===== src/rtl/jstk_spi_ctrl_pkg.sv =====
// ---------------------------------------------------------------------------
// jstk_spi_ctrl_pkg
//   Shared definitions for the PmodJSTK SPI master: controller state
//   encoding, command byte prefix, transfer length and the per-byte
//   transmit pattern.
// ---------------------------------------------------------------------------
package jstk_spi_ctrl_pkg;

   typedef enum logic [2:0] {
      ST_IDLE  = 3'd0,
      ST_SETUP = 3'd1,
      ST_SHIFT = 3'd2,
      ST_GAP   = 3'd3,
      ST_DONE  = 3'd4
   } jstk_state_t;

   localparam logic [5:0] JSTK_CMD_PREFIX = 6'b100000;
   localparam int         JSTK_NBYTES     = 5;
   localparam int         JSTK_BITS       = 8;

   // Byte 0 carries the LED command; the remaining bytes are dummies that
   // only clock the joystick's reply out.
   function automatic logic [7:0] jstk_tx_byte(input logic [2:0] idx,
                                               input logic [1:0] cmd);
      return (idx == 3'd0) ? {JSTK_CMD_PREFIX, cmd} : 8'h00;
   endfunction

   function automatic int jstk_max3(input int a, input int b, input int c);
      int m;
      m = (a > b) ? a : b;
      return (m > c) ? m : c;
   endfunction

endpackage


===== src/rtl/jstk_spi_byte.sv =====
// ---------------------------------------------------------------------------
// jstk_spi_byte
//   8-bit SPI mode-0 shift engine, MSB first, SCLK half-period SCLK_HALF clks.
//   Ports:
//     clk, clr        clock, asynchronous active-low reset
//     start           begin a byte on this edge (ignored while busy)
//     tx_byte         byte to send, sampled with start
//     miso            serial input, captured on the edge that raises sclk
//     busy            a byte is in progress
//     done            high during the final clk cycle of the byte, so the
//                     caller can chain the next step on the same edge
//     rx_byte         received byte, complete while done is high
//     sclk, mosi      serial clock and data out
// ---------------------------------------------------------------------------
module jstk_spi_byte
   import jstk_spi_ctrl_pkg::*;
#(
   parameter int SCLK_HALF = 100
) (
   input  logic       clk,
   input  logic       clr,
   input  logic       start,
   input  logic [7:0] tx_byte,
   input  logic       miso,
   output logic       busy,
   output logic       done,
   output logic [7:0] rx_byte,
   output logic       sclk,
   output logic       mosi
);

   localparam int HW = $clog2(SCLK_HALF + 1);

   logic          busy_reg;
   logic          sclk_reg;
   logic          mosi_reg;
   logic [7:0]    tx_reg;
   logic [7:0]    rx_reg;
   logic [2:0]    bit_reg;
   logic [HW-1:0] half_reg;
   logic          half_last;

   assign half_last = (half_reg == HW'(SCLK_HALF - 1));

   // Last cycle of the high phase of the last bit.
   assign done    = busy_reg && sclk_reg && half_last && (bit_reg == 3'(JSTK_BITS - 1));
   assign busy    = busy_reg;
   assign rx_byte = rx_reg;
   assign sclk    = sclk_reg;
   assign mosi    = mosi_reg;

   always_ff @(posedge clk or negedge clr) begin
      if (!clr) begin
         busy_reg <= 1'b0;
         sclk_reg <= 1'b0;
         mosi_reg <= 1'b0;
         tx_reg   <= '0;
         rx_reg   <= '0;
         bit_reg  <= '0;
         half_reg <= '0;
      end else if (start && !busy_reg) begin
         // First low phase begins now, so the MSB goes out immediately.
         busy_reg <= 1'b1;
         sclk_reg <= 1'b0;
         mosi_reg <= tx_byte[7];
         tx_reg   <= {tx_byte[6:0], 1'b0};
         bit_reg  <= '0;
         half_reg <= '0;
      end else if (busy_reg) begin
         if (!half_last) begin
            half_reg <= half_reg + 1'b1;
         end else begin
            half_reg <= '0;
            if (!sclk_reg) begin
               sclk_reg <= 1'b1;
               rx_reg   <= {rx_reg[6:0], miso};
            end else begin
               sclk_reg <= 1'b0;
               if (bit_reg == 3'(JSTK_BITS - 1)) begin
                  busy_reg <= 1'b0;
                  mosi_reg <= 1'b0;
               end else begin
                  bit_reg  <= bit_reg + 3'd1;
                  mosi_reg <= tx_reg[7];
                  tx_reg   <= {tx_reg[6:0], 1'b0};
               end
            end
         end
      end
   end

endmodule


===== src/rtl/jstk_spi_ctrl.sv =====
// ---------------------------------------------------------------------------
// jstk_spi_ctrl
//   PmodJSTK SPI master. Every POLL_PERIOD idle cycles it runs a 5-byte
//   transfer (LED command out, X/Y/buttons in) and publishes the result as
//   one snapshot with a single-cycle pos_valid strobe.
//   Ports:
//     clk, clr             100 MHz clock, asynchronous active-low reset
//     led_cmd[1:0]         LED bits, latched at the start of each transfer
//     MISO                 joystick data in
//     SS, SCLK, MOSI       slave select (active low), SPI clock, data out
//     x_pos, y_pos[9:0]    joystick position
//     btns[2:0]            {btn2, btn1, trigger}
//     pos_valid            pulses for one cycle when the outputs update
// ---------------------------------------------------------------------------
module jstk_spi_ctrl
   import jstk_spi_ctrl_pkg::*;
#(
   parameter int SCLK_HALF   = 100,
   parameter int SS_SETUP    = 1500,
   parameter int BYTE_GAP    = 1000,
   parameter int POLL_PERIOD = 1000000
) (
   input  logic       clk,
   input  logic       clr,
   input  logic [1:0] led_cmd,
   input  logic       MISO,
   output logic       SS,
   output logic       SCLK,
   output logic       MOSI,
   output logic [9:0] x_pos,
   output logic [9:0] y_pos,
   output logic [2:0] btns,
   output logic       pos_valid
);

   localparam int CNT_W = $clog2(jstk_max3(POLL_PERIOD, SS_SETUP, BYTE_GAP) + 1);

   jstk_state_t  state_reg, state_next;
   logic [CNT_W-1:0] cnt_reg;
   logic [2:0]   byte_idx_reg;
   logic [1:0]   cmd_reg;
   logic [7:0]   x_lo_reg, y_lo_reg;
   logic [1:0]   x_hi_reg, y_hi_reg;
   logic [9:0]   x_pos_reg, y_pos_reg;
   logic [2:0]   btns_reg;
   logic         pos_valid_reg;

   logic         byte_start;
   logic         byte_busy;
   logic         byte_done;
   logic [7:0]   tx_byte;
   logic [7:0]   rx_byte;
   logic         ss_n;

   assign tx_byte = jstk_tx_byte(byte_idx_reg, cmd_reg);

   jstk_spi_byte #(
      .SCLK_HALF (SCLK_HALF)
   ) u_byte (
      .clk     (clk),
      .clr     (clr),
      .start   (byte_start),
      .tx_byte (tx_byte),
      .miso    (MISO),
      .busy    (byte_busy),
      .done    (byte_done),
      .rx_byte (rx_byte),
      .sclk    (SCLK),
      .mosi    (MOSI)
   );

   always_ff @(posedge clk or negedge clr) begin
      if (!clr) state_reg <= ST_IDLE;
      else      state_reg <= state_next;
   end

   // Byte starts are issued on the last cycle of SETUP/GAP so that the
   // shift engine begins on the very edge the state changes: SS stays low
   // for exactly SS_SETUP + 80*SCLK_HALF + 4*BYTE_GAP cycles.
   always_comb begin
      state_next = state_reg;
      byte_start = 1'b0;
      ss_n       = 1'b1;
      case (state_reg)
         ST_IDLE: begin
            if (cnt_reg == CNT_W'(POLL_PERIOD - 1)) state_next = ST_SETUP;
         end
         ST_SETUP: begin
            ss_n = 1'b0;
            if (cnt_reg == CNT_W'(SS_SETUP - 1) && !byte_busy) begin
               byte_start = 1'b1;
               state_next = ST_SHIFT;
            end
         end
         ST_SHIFT: begin
            ss_n = 1'b0;
            if (byte_done) begin
               if (byte_idx_reg == 3'(JSTK_NBYTES - 1)) state_next = ST_DONE;
               else                                     state_next = ST_GAP;
            end
         end
         ST_GAP: begin
            ss_n = 1'b0;
            if (cnt_reg == CNT_W'(BYTE_GAP - 1) && !byte_busy) begin
               byte_start = 1'b1;
               state_next = ST_SHIFT;
            end
         end
         ST_DONE: begin
            state_next = ST_IDLE;
         end
         default: begin
            state_next = ST_IDLE;
         end
      endcase
   end

   always_ff @(posedge clk or negedge clr) begin
      if (!clr) begin
         cnt_reg       <= '0;
         byte_idx_reg  <= '0;
         cmd_reg       <= '0;
         x_lo_reg      <= '0;
         x_hi_reg      <= '0;
         y_lo_reg      <= '0;
         y_hi_reg      <= '0;
         x_pos_reg     <= '0;
         y_pos_reg     <= '0;
         btns_reg      <= '0;
         pos_valid_reg <= 1'b0;
      end else begin
         pos_valid_reg <= 1'b0;

         // Counters only run in the timed states and restart on every
         // state change, so they never wrap.
         if (state_next != state_reg)
            cnt_reg <= '0;
         else if (state_reg == ST_IDLE || state_reg == ST_SETUP || state_reg == ST_GAP)
            cnt_reg <= cnt_reg + 1'b1;

         if (state_reg == ST_IDLE && state_next == ST_SETUP) begin
            cmd_reg      <= led_cmd;
            byte_idx_reg <= '0;
         end

         // Received bytes are staged privately; the visible outputs only
         // change together as the last byte completes (entering DONE).
         if (state_reg == ST_SHIFT && byte_done) begin
            byte_idx_reg <= byte_idx_reg + 3'd1;
            case (byte_idx_reg)
               3'd0: x_lo_reg <= rx_byte;
               3'd1: x_hi_reg <= rx_byte[1:0];
               3'd2: y_lo_reg <= rx_byte;
               3'd3: y_hi_reg <= rx_byte[1:0];
               default: begin
                  x_pos_reg     <= {x_hi_reg, x_lo_reg};
                  y_pos_reg     <= {y_hi_reg, y_lo_reg};
                  btns_reg      <= rx_byte[2:0];
                  pos_valid_reg <= 1'b1;
               end
            endcase
         end
      end
   end

   assign SS        = ss_n;
   assign x_pos     = x_pos_reg;
   assign y_pos     = y_pos_reg;
   assign btns      = btns_reg;
   assign pos_valid = pos_valid_reg;

endmodule


===== config.mk =====
export PLATFORM = sky130hd
export DESIGN_NAME = jstk_spi_ctrl
export DESIGN_NICKNAME = d
export VERILOG_FILES = /design/src/rtl/jstk_spi_ctrl_pkg.sv /design/src/rtl/jstk_spi_byte.sv /design/src/rtl/jstk_spi_ctrl.sv
export SDC_FILE = /design/constraint.sdc
export NUM_CORES = 1
export LEC_CHECK = 0
export BUFFER_PORTS_ARGS = -buffer_cell sky130_fd_sc_hd__buf_2
export CAP_MARGIN = 20
export CORE_MARGIN = 2
export CORE_UTILIZATION = 45
export CTS_CLUSTER_DIAMETER = 30
export CTS_CLUSTER_SIZE = 14
export DETAILED_ROUTE_END_ITERATION = 7
export GPL_TIMING_DRIVEN = 0
export RECOVER_POWER = 50
export SLEW_MARGIN = 10
export SYNTH_ARGS = -nofsm -noshare
export SYNTH_HDL_FRONTEND = slang
export SYNTH_SLANG_ARGS = --single-unit

===== constraint.sdc =====
create_clock -name clk -period 4.9 [get_ports clk]
set_input_delay 0.735 -clock clk [delete_from_list [all_inputs] [get_ports clk]]
set_output_delay 0.735 -clock clk [all_outputs]
set_load 0.005 [all_outputs]

==> results.md <==
- Violated checks: capacitance limit, slew limit
- Io pins: 32
- Minimum clock period after layout: 2.69 ns
- Pin count of the biggest net entering global routing: between 50 and 60
- Crit-path max FO: 8
- GP Congestion: 0.784
- Routed WL: ~9 mm
- Total Neg Setup Slack: 0 ns
- Htree depth: 3
- Peak VDD IR: 0.000119 V
- Dpl hpwl: 6.32 mm
- Power Dens Cells: 265 nW/µm²
- CTS Buffer Depth: 2
- Post-synth EDFFs: 0
- Worst EP arrival: approximately 3 ns
- Post-route ant nets: 0
- First-pass GRT wire length: 15.7 mm
- Post-synthesis cell type count: 59
- Drc violations: 0
- CORE AREA: 10200 µm²
- FP Rows: 37
- Min-Delay Path Class: flip-flop to flip-flop
- Seq/Total Area, Yosys: 0.533
- Slew Limit Headroom: -0.636
- Final period utilization: 0.550
- Hold buffers post-CTS: 0
- #FFs+latches synth: 100
- Fin cells: 577
- Pre-CTS setup slack: 2.19 ns
- Worst Tran Pin Value: 2.45 ns
- Post-synth ARST share: 1.00
- Syn_nets: just over 400
- Startpoint types: flip-flop
- Initial DRC count: 96
- Fin. Hold Viols: 0
- Post-Route Skew: 0.0117 ns
- Leakage: about 2.5 nW
- Routed vias: around 3100
- Die Y: around 110 µm
- Kind of critical path: flip-flop to flip-flop
- Post_cts resized: 0
- Die X: roughly 110 µm
- Avg Cell Area, Syn: about 12 µm²
- Layout cells sized above 1: 0.270
- Routed WL per cell: around 16 µm
- Area Overhead vs Synth: 11.8%
- Layout net count: about 450
- Maxcap violations: 1
- Top-count cell post-synth: dfrtp_1
- Final slew viol count: 44
- Final worst slack: ~2.2 ns
- Fmax: 0.371 GHz
- Tot Pwr: 0.00139 W
- Clock sinks: 100
- Inst Count DP: 561
- Worst setup EP type: flip-flop
- Yosys top cell by area: dfrtp_1
- Largest cells by area after synthesis: dfrtp_1, mux2_2, xnor2_1
- # Post-CTS Setup Buffers: 0
- Die area: 11300 µm²
- Final core occ: 0.513
- Clk_lat worst skew: 0.36 ns
- Top FF cell, synth: dfrtp_1
- Num CTS Buffers: 9
- Netlist Area Pre-Place: 4690 µm²
- Ant diodes: 0
- Vias per cell: 5.44
- Status: finished, violations left
- Vias in the first global route: 3180
- Max reg flops: 20
- Initial antenna violation count: 0
- WP data required: 5.15 ns
- Initial Util: 0.459
- All-Layer GR Usage: 0.174
- Clock root buffer: clkbuf_8
- CTS clock-pin slew for the worst setup and hold paths: approximately 0.10 ns
- Yosys top cell area share: 0.533
- Remaining Overflow, GRT: 0
- CTS tree: built
- I/O Buffers: 31
- Commonest cells post-synth: dfrtp_1, mux2_2, nand2_1
- DRT Pass-1 Iters: 4
- Post-Syn Instances: 393
- Ys Warns: 0
- Final setup fails: 0
- RSZ-0062 raised after global routing: false
[through the flow]
stage                     hold slack (ns)  cell area (µm²)
final                               0.483             5250
after global routing                0.509             5250
after CTS                           0.374             5260
after detailed placement            0.473             5050
after global placement              0.462             5020
after floorplan                     0.439             4690
[cell type report]
type	instances	area [µm²]
buffer	11	62.6
clock buffer	9	124
clock inverter	7	86.3
fill	931	4980
inverter	16	60.1
multi-input combinational	266	2070
sequential	100	2500
tap	136	170
timing repair buffer	32	175
[critical path: stages (launching register included)]
cell and delay, ns:
dfrtp_1 0.42, ha_1 0.24, nor2b_1 0.33, nand4_1 0.26
or3_1 0.35, buf_2 0.18, nor2_2 0.41, mux2_2 0.40
[final timing paths]
| kind | from | to | slack, ns | depth (start not counted) |
|---|---|---|---|---|
| worst max-delay path | u_byte.half_reg[0] | x_lo_reg[7] | 2.21 | 7 |
| worst min-delay path | u_byte.half_reg[6] | u_byte.half_reg[6] | 0.48 | 1 |
| worst max register to register | u_byte.half_reg[0] | x_lo_reg[7] | 2.21 | 7 |
| worst min register to register | u_byte.half_reg[6] | u_byte.half_reg[6] | 0.48 | 1 |
| max in group asynchronous | clr | x_pos[8] | 2.38 | 1 |
| min in group asynchronous | clr | u_byte.bit_reg[1] | 1.12 | 1 |
[where the power goes]
group	total [W]	internal (W)	switching, W
sequential	0.000827	0.000826	0.00000117
combinational	0.0000212	0.00000448	0.0000167
clock	0.000543	0.000244	0.000299
total	0.00139	0.00107	0.000317
[per-layer routing]
metal | track usage | vias up | part of all wire
li1 | - | 1507 | -
met3 | 0.0374 | 6 | 0.029
met5 | 0 | - | 0
met4 | 0.0395 | 0 | 0.0071
met1 | 0.248 | 1573 | 0.50
met2 | 0.274 | 50 | 0.46
[cell usage in the layout, fill, tap and decap left out, types with 9 or more instances in the layout]
cell,Yosys,layout
nand2_1,27,27
mux2_2,56,56
nand3_1,16,16
xnor2_1,18,18
o21ai_0,12,12
inv_1,16,16
buf_2,5,30
nor2_1,14,14
ha_1,10,10
dfrtp_1,100,100
nor3_1,24,24
clkbuf_8,0,9
[cell families (layout without fill, tap and decap cells)]
family	after synthesis	after routing	synth area share
AOI/OAI and AO/OA	44	44	0.0683
xor gates and xnor gates	19	19	0.0355
adders and majority gates	10	10	0.0267
buffers and inverters	27	75	0.0261
DFF	100	100	0.533
muxes	59	59	0.141
and+or+nand+nor	134	134	0.169
No activity file was read; power rests on OpenSTA's default activity.
